==> src/rtl/ex_div.sv <==
// ex_div: multi-cycle RV32M divide unit (DIV/DIVU/REM/REMU), restoring radix-2, one quotient bit per clock.
// Optional: define DIV_EARLY_OUT_EN to finish in one cycle on divide-by-zero or |dividend| < |divisor|.
module ex_div #(
  parameter int unsigned XLEN = 32
) (
  input  logic            clk,
  input  logic            rst,
  input  logic            start_i,
  input  logic [2:0]      op_i,
  input  logic [XLEN-1:0] dividend_i,
  input  logic [XLEN-1:0] divisor_i,
  input  logic [4:0]      reg_waddr_i,
  output logic [XLEN-1:0] result_o,
  output logic            ready_o,
  output logic            busy_o,
  output logic [4:0]      reg_waddr_o
);

  localparam int unsigned CW = $clog2(XLEN);

  localparam logic [1:0] IDLE = 2'd0;
  localparam logic [1:0] CALC = 2'd1;
  localparam logic [1:0] END  = 2'd2;

  logic [1:0]      state_q, state_d;
  logic [CW-1:0]   count_q, count_d;
  logic [XLEN-1:0] rem_q, rem_d;
  logic [XLEN-1:0] quo_q, quo_d;
  logic [XLEN-1:0] dvs_q, dvs_d;
  logic            op_rem_q, op_rem_d;
  logic            neg_q_q, neg_q_d;
  logic            neg_r_q, neg_r_d;
  logic            dz_q, dz_d;
  logic [XLEN-1:0] result_d;
  logic            ready_d, busy_d;
  logic [4:0]      waddr_d;

  // Operand decode at issue: signed ops are DIV/REM (funct3 1x0)
  logic            is_signed, a_neg, b_neg, b_zero;
  logic [XLEN-1:0] a_mag, b_mag;

  assign is_signed = op_i[2] & ~op_i[0];
  assign a_neg     = is_signed & dividend_i[XLEN-1];
  assign b_neg     = is_signed & divisor_i[XLEN-1];
  assign a_mag     = a_neg ? XLEN'(0) - dividend_i : dividend_i;
  assign b_mag     = b_neg ? XLEN'(0) - divisor_i : divisor_i;
  assign b_zero    = (divisor_i == '0);

  // One restoring step: shift {rem,quo} left, trial-subtract the divisor
  logic [XLEN:0]   rem_sh, diff;
  logic            q_bit;
  logic [XLEN-1:0] rem_nxt, quo_nxt;

  assign rem_sh  = {rem_q, quo_q[XLEN-1]};
  assign diff    = rem_sh - {1'b0, dvs_q};
  assign q_bit   = ~diff[XLEN];
  assign rem_nxt = q_bit ? diff[XLEN-1:0] : rem_sh[XLEN-1:0];
  assign quo_nxt = {quo_q[XLEN-2:0], q_bit};

  // Sign correction; a zero divisor leaves |dividend| in rem, which restores the original dividend
  logic [XLEN-1:0] q_fix, r_fix, fin_res;

  assign q_fix   = dz_q ? {XLEN{1'b1}} : (neg_q_q ? XLEN'(0) - quo_nxt : quo_nxt);
  assign r_fix   = neg_r_q ? XLEN'(0) - rem_nxt : rem_nxt;
  assign fin_res = op_rem_q ? r_fix : q_fix;

  always_ff @(posedge clk) begin
    if (rst) begin
      state_q     <= IDLE;
      count_q     <= '0;
      rem_q       <= '0;
      quo_q       <= '0;
      dvs_q       <= '0;
      op_rem_q    <= 1'b0;
      neg_q_q     <= 1'b0;
      neg_r_q     <= 1'b0;
      dz_q        <= 1'b0;
      result_o    <= '0;
      ready_o     <= 1'b0;
      busy_o      <= 1'b0;
      reg_waddr_o <= '0;
    end else begin
      state_q     <= state_d;
      count_q     <= count_d;
      rem_q       <= rem_d;
      quo_q       <= quo_d;
      dvs_q       <= dvs_d;
      op_rem_q    <= op_rem_d;
      neg_q_q     <= neg_q_d;
      neg_r_q     <= neg_r_d;
      dz_q        <= dz_d;
      result_o    <= result_d;
      ready_o     <= ready_d;
      busy_o      <= busy_d;
      reg_waddr_o <= waddr_d;
    end
  end

  always_comb begin
    state_d  = state_q;
    count_d  = count_q;
    rem_d    = rem_q;
    quo_d    = quo_q;
    dvs_d    = dvs_q;
    op_rem_d = op_rem_q;
    neg_q_d  = neg_q_q;
    neg_r_d  = neg_r_q;
    dz_d     = dz_q;
    waddr_d  = reg_waddr_o;
    result_d = '0;
    ready_d  = 1'b0;
    busy_d   = busy_o;

    case (state_q)
      IDLE: begin
        if (start_i && !ready_o) begin
          op_rem_d = op_i[1];
          neg_q_d  = a_neg ^ b_neg;
          neg_r_d  = a_neg;
          dz_d     = b_zero;
          waddr_d  = reg_waddr_i;
          quo_d    = a_mag;
          dvs_d    = b_mag;
          rem_d    = '0;
          count_d  = '0;
          state_d  = CALC;
          busy_d   = 1'b1;
`ifdef DIV_EARLY_OUT_EN
          if (b_zero || (a_mag < b_mag)) begin
            state_d  = END;
            busy_d   = 1'b0;
            ready_d  = 1'b1;
            result_d = op_i[1] ? dividend_i : (b_zero ? {XLEN{1'b1}} : '0);
          end
`endif
        end
      end
      CALC: begin
        if (!start_i) begin
          state_d = IDLE;
          busy_d  = 1'b0;
        end else begin
          rem_d   = rem_nxt;
          quo_d   = quo_nxt;
          count_d = count_q + CW'(1);
          if (count_q == CW'(XLEN - 1)) begin
            state_d  = END;
            busy_d   = 1'b0;
            ready_d  = 1'b1;
            result_d = fin_res;
          end
        end
      end
      END: begin
        state_d = IDLE;
      end
      default: begin
        state_d = IDLE;
        busy_d  = 1'b0;
      end
    endcase
  end

endmodule

==> config.mk <==
export PLATFORM = sky130hd
export DESIGN_NAME = ex_div
export DESIGN_NICKNAME = d
export VERILOG_FILES = /design/src/rtl/ex_div.sv
export SDC_FILE = /design/constraint.sdc
export NUM_CORES = 1
export LEC_CHECK = 0
export ABC_AREA = 1
export BUFFER_PORTS_ARGS = -buffer_cell sky130_fd_sc_hd__buf_2
export CORE_ASPECT_RATIO = 1.25
export CORE_MARGIN = 2
export CORE_UTILIZATION = 55
export CTS_BUF_LIST = sky130_fd_sc_hd__clkbuf_2 sky130_fd_sc_hd__clkbuf_4 sky130_fd_sc_hd__clkbuf_8
export DETAILED_ROUTE_END_ITERATION = 8
export PLACE_DENSITY = 0.79
export SYNTH_ARGS = -nofsm -noshare
export SYNTH_HDL_FRONTEND = slang
export SYNTH_SLANG_ARGS = --single-unit
==> constraint.sdc <==
create_clock -name clk -period 5.7 [get_ports clk]
set_input_delay 0 -clock clk [delete_from_list [all_inputs] [get_ports clk]]
set_output_delay 0 -clock clk [all_outputs]
set_load 0.005 [all_outputs]
==> After elaboration in Yosys (flattened, before gate mapping) <==
Cells that the tools add are included.
{ "word_totals": {"ff_bits": 146, "in_bits": 75, "output_inout_bits": 39, "elab_cells": 71} }
{ "classes": {"n_addsub": 6, "eq_ne": 6, "n_mux": 25, "bitwise": 10, "n_reduce_logical": 11} }
{ "op_table": {"columns": ["cell", "count"], "rows": [
  ["32-bit two-way mux", 11],
  ["32-bit one-hot mux with 2 select lines", 2],
  ["1-bit by 32-bit subtractor with 32-bit output (first input constant)", 4],
  ["33-bit by 32-bit subtractor with 33-bit output", 1],
  ["32-bit zero test", 1],
  ["5-bit two-way mux", 2],
  ["5-bit one-hot mux with 2 select lines", 1],
  ["2-bit two-way mux", 3],
  ["1-bit NOT", 6],
  ["3-bit AND reduction", 2],
  ["5-bit by 1-bit adder with 5-bit output (second input constant)", 1],
  ["5-bit == test (second input constant)", 1],
  ["1-bit two-way mux", 4],
  ["2-bit != test (second input constant)", 2],
  ["2-bit one-hot mux with 2 select lines", 1],
  ["2-bit AND reduction", 2],
  ["4-bit OR reduction", 1],
  ["1-bit AND", 3],
  ["3-bit != test (second input constant)", 1],
  ["1-bit one-hot mux with 3 select lines", 1],
  ["3-bit OR reduction", 1],
  ["2-bit by 1-bit == test with 1-bit output (second input constant)", 1],
  ["2-bit == test (second input constant)", 1],
  ["2-bit zero test", 1],
  ["4 further kinds", 4]
]} }

==> Logic depth before layout (Yosys ltp) <==
{ "depth": {"ltp_word": 6, "mapped_depth": 32, "ltp_nobuf": 30} }

==> Worst setup path after synthesis <==
OpenSTA, ideal clock, no wires.
{ "synth_path": {"path_type": "flip-flop to flip-flop", "from": "register quo_q[31]", "to": "register result_o[30]", "arrival_time_ns": 3.905, "setup_slack_ns": 1.686, "path_stages_with_launch": 32, "period_less_slack_ns": 4.014, "cell_sequence": "dfxtp_1 > inv_1 > ha_1 > inv_1 > fa_1 > nand2_1 > nand2_1 > nand3_1 > nand2_2 > nand2_2 > nand2_4 > nand2_4 > nand3_2 > nand2_2 > buf_4 > buf_2 > ha_1 > nand3_1 > nor3_1 > nand3_1 > nor3_2 > nand3_1 > nor3_1 > nand3_1 > o21ai_1 > o21ai_0 > nand2_1 > nand2_1 > o21ai_0 > inv_1 > nand2_1 > inv_1"} }
{ "synth_between": {"elab_chain_cells": 6} }
{ "synth_lines": {"columns": ["element", "line_no", "text"], "rows": [
  ["start: declaration", "28", "logic [XLEN-1:0] quo_q, quo_d;"],
  ["start signal: assignment", "86", "quo_q <= quo_d;"],
  ["33-bit by 32-bit subtractor with 33-bit output", "55", "assign diff = rem_sh - {1'b0, dvs_q};"],
  ["1-bit NOT", "56", "assign q_bit = ~diff[XLEN];"],
  ["1-bit by 32-bit subtractor with 32-bit output", "63", "assign q_fix = dz_q ? {XLEN{1'b1}} : (neg_q_q ? XLEN'(0) - quo_nxt : quo_nxt);"],
  ["32-bit two-way mux (2 in a row)", "63", null],
  ["32-bit two-way mux (*)", "65", "assign fin_res = op_rem_q ? r_fix : q_fix;"],
  ["end signal: assignment", "92", "result_o <= result_d;"],
  ["end: declaration", "13", "output logic [XLEN-1:0] result_o,"]
]} }
Mark *: on every way between the ends. The rest lies on a longest branch, timed or not.
A chain may end at the register's enable or synchronous reset.

==> Final worst setup path <==
Same ends and word-level chain as after synthesis.

==> qor.yml <==
antenna_found_initial: 0
vias: 13800
cts_setup_buffers: 0
wl_per_cell_um: 17.5
cp-start-kind: "flip-flop"
setup_tns_ns: 0
synth_area_um2: 11800
ios: 114
cts-root-buf: "clkbuf_8"
cap_violations: 0
worstReg2RegEnd: "result_o[30]"
overflow: 0
ir_drop_mv: 0.162
cts_sinks: 146
firstDrtPassIters: 6
clock_latency_ns: 0.49
finalPower_w: 0.00281
period_minus_slack_ns: 4.32
worst_path_max_delay_cell: "fa_1"
die_width_um: 135
synth_edf_count: 0
fill_cells: 1985
arrival_ns: 4.70
syn_avg_cell_area_um2: 5.93
crit_fanout: 5
r2r-start: "quo_q[31]"
die_h_um: 168
swShare_pct: 35.7
async_flop_share_pct: 0
cts_buffers: 17
io_buffers: 113
cts_tree: "built"
core_um2: 20900
p_seq_share_pct: 39.4
crit_path_start: "quo_q[31]"
hold_viol_final: 0
drive_gt1_share_pct: 11.3
gp_congestion: 0.976
timing.fmax_mhz: 232
synth_warnings: 0
crit_end: "result_o[30]"
ys_seq_elements: 146
pwr-share-clk_pct: 35.1
cts_hold_buffers: 78
min_period_over_period_pct: 75.7
grt_usage_pct: 38.6
cts_buffer_depth: 2
hold_class: "input pin to flip-flop"
p_switching_w: 0.00100
drc: 0
drt_iter0_markers: 1136
max_stage_delay_ns: 0.40
synth_cell_types: 56
finalClockSkew_ns: 0.0207
leakagePower_nw: 7.02
rr_worst_depth: 29
slew_violations: 0
power.density_nw_per_um2: 204
status: "complete, no violations"
relSlewSlack_pct: 32.4
htreeDepth: 4
drt_wl_total_um: 42700
p_comb_share_pct: 25.5
design.die.area_um2: 22600
areaGrowthSynthToFinish_pct: 16.9
nNetsFinal: 2258
syn-num-nets: 2099
endpoint_kind: "flip-flop"
ys.flop_type: "dfxtp_1"
grt_pass1_vias: 13200
initial_utilization_pct: 56.3
p_int_w: 0.00181
worst_pin_slew_ns: 1.01
critPathKind: "flip-flop to flip-flop"
dp_hpwl_um: 32400
antenna_left: 0
cts.clk_slew.worst_paths_ns: 0.10
crit_required_ns: 6.08
setup_viol: 0
vias_per_cell: 5.66
grt_pass1_wl_um: 68000
rrSetupSlack_ns: 1.38
netlist_instances: 1985
grt_max_degree: 58
rsz0062_at_grt: "no"
core.rowCount: 59
diodes: 0
cts_resized: 0
synth_seq_area_share_pct: 24.8
-- registers in the layout, indices dropped and copies added, names as in the netlist, 2 cells and up --
signal and flops:
result_o 32, reg_waddr_o 5, quo_q 32, state_q 2, dvs_q 32, rem_q 32
count_q 5
-- cells in the final DEF, fill, tap and decap left out, types with 10 or more instances in the layout --
cell type / instances
nand2_1: 570
nand2_4: 15
o22ai_1: 23
inv_1: 286
xnor2_1: 16
nand2_2: 25
clkbuf_8: 17
o21ai_1: 14
nor3_1: 26
xor2_1: 38
nor2_1: 181
nor4_1: 10
ha_1: 38
dfxtp_1: 146
nand3_1: 143
nand4_1: 18
buf_2: 113
buf_4: 14
dlygate4sd3_1: 78
o21ai_0: 109
a21oi_1: 137
nor2_2: 17
-- through the flow --
step	utilization [%]	cells	instance area, um2	hold slack, ns	setup WS [ns]
3_3_place_gp	59.9	2321	12500	0.211	1.57
4_1_cts	65.8	2431	13700	0.0196	1.41
5_1_grt	65.8	2431	13700	0.102	0.842
3_5_place_dp	59.9	2321	12500	0.215	1.45
2_1_floorplan	-	1985	11800	0.113	1.69
6_report	65.8	2431	13700	0.0451	1.38
-- Yosys cell counts (all sizes together) (2+ instances only) --
cell	number	area [um2]
nand2	610	2460
inv	295	1110
nor2	199	787
dfxtp	146	2920
nand3	145	743
a21oi	141	728
o21ai	125	633
clkbuf	47	176
ha	38	475
xor2	38	333
nor3	29	160
o22ai	23	144
buf	18	111
nand4	18	113
xnor2	16	140
nor4	11	75.1
a31oi	9	56.3
o211ai	9	67.6
o221ai	9	78.8
o21bai	8	60.1
nand3b	7	52.6
and2	6	37.5
or2	6	37.5
a22o	5	43.8
a32o	5	50.1
clkinv	5	18.8
a221oi	3	26.3
a21o	2	15.0
and3	2	12.5
o31ai	2	15.0
-- metal layers --
metal	part of all wire, %	up-vias	global-route usage [%]
met5	0	-	0
met4	7.5	0	25.4
met3	6.4	170	5.27
met2	49	608	67.2
met1	37	6276	43.6
li1	-	6706	-
-- layout make-up --
class                           count  area (um2)  share of cell area [%]
Tap cell                          274         343                    2.49
Inverter                          300        1130                    8.19
Multi-Input combinational cell   1474        7440                    54.2
Clock buffer                       18         241                    1.76
Timing Repair Buffer              205        1450                    10.6
Sequential cell                   146        2920                    21.3
Clock inverter                     14         216                    1.57
-- power groups by stage --
stage | Combinational [W] | Sequential (W) | Clock [W]
2_1_floorplan | 0.000456 | 0.00111 | 0
4_1_cts | 0.000698 | 0.00110 | 0.000989
6_report | 0.000718 | 0.00111 | 0.000986
5_1_grt | 0.000798 | 0.00111 | 0.00103
3_5_place_dp | 0.000653 | 0.00113 | 0
3_3_place_gp | 0.000648 | 0.00113 | 0
-- logic make-up after synthesis --
family	share of synthesized area (%)
buffers and inverters	12.0
DFF	24.8
AOI/OAI and AO/OA	16.7
xor gates and xnor gates	4.02
and+or+nand+nor	38.2
adders and majority gates	4.21
-- worst min path at each step --
stage	start	end	slack [ns]	cells after the start
detailed placement	reg_waddr_i[2]	reg_waddr_o[2]	0.22	2
CTS	dividend_i[1]	quo_q[1]	0.02	5
global placement	reg_waddr_i[0]	reg_waddr_o[0]	0.21	2
floorplan	op_i[1]	op_rem_q	0.11	2
global route	dividend_i[1]	quo_q[3]	0.10	4
finish	dividend_i[7]	quo_q[7]	0.05	5
-- worst max-delay path, delay by kind of cell (launching register included) --
family	cells	cell delay (ns)
and+or+nand+nor	19	2.33
buffers and inverters	4	0.25
adders and majority gates	3	0.74
AOI/OAI and AO/OA	3	0.58
DFF	1	0.31
(Power assumes the default switching activity.)
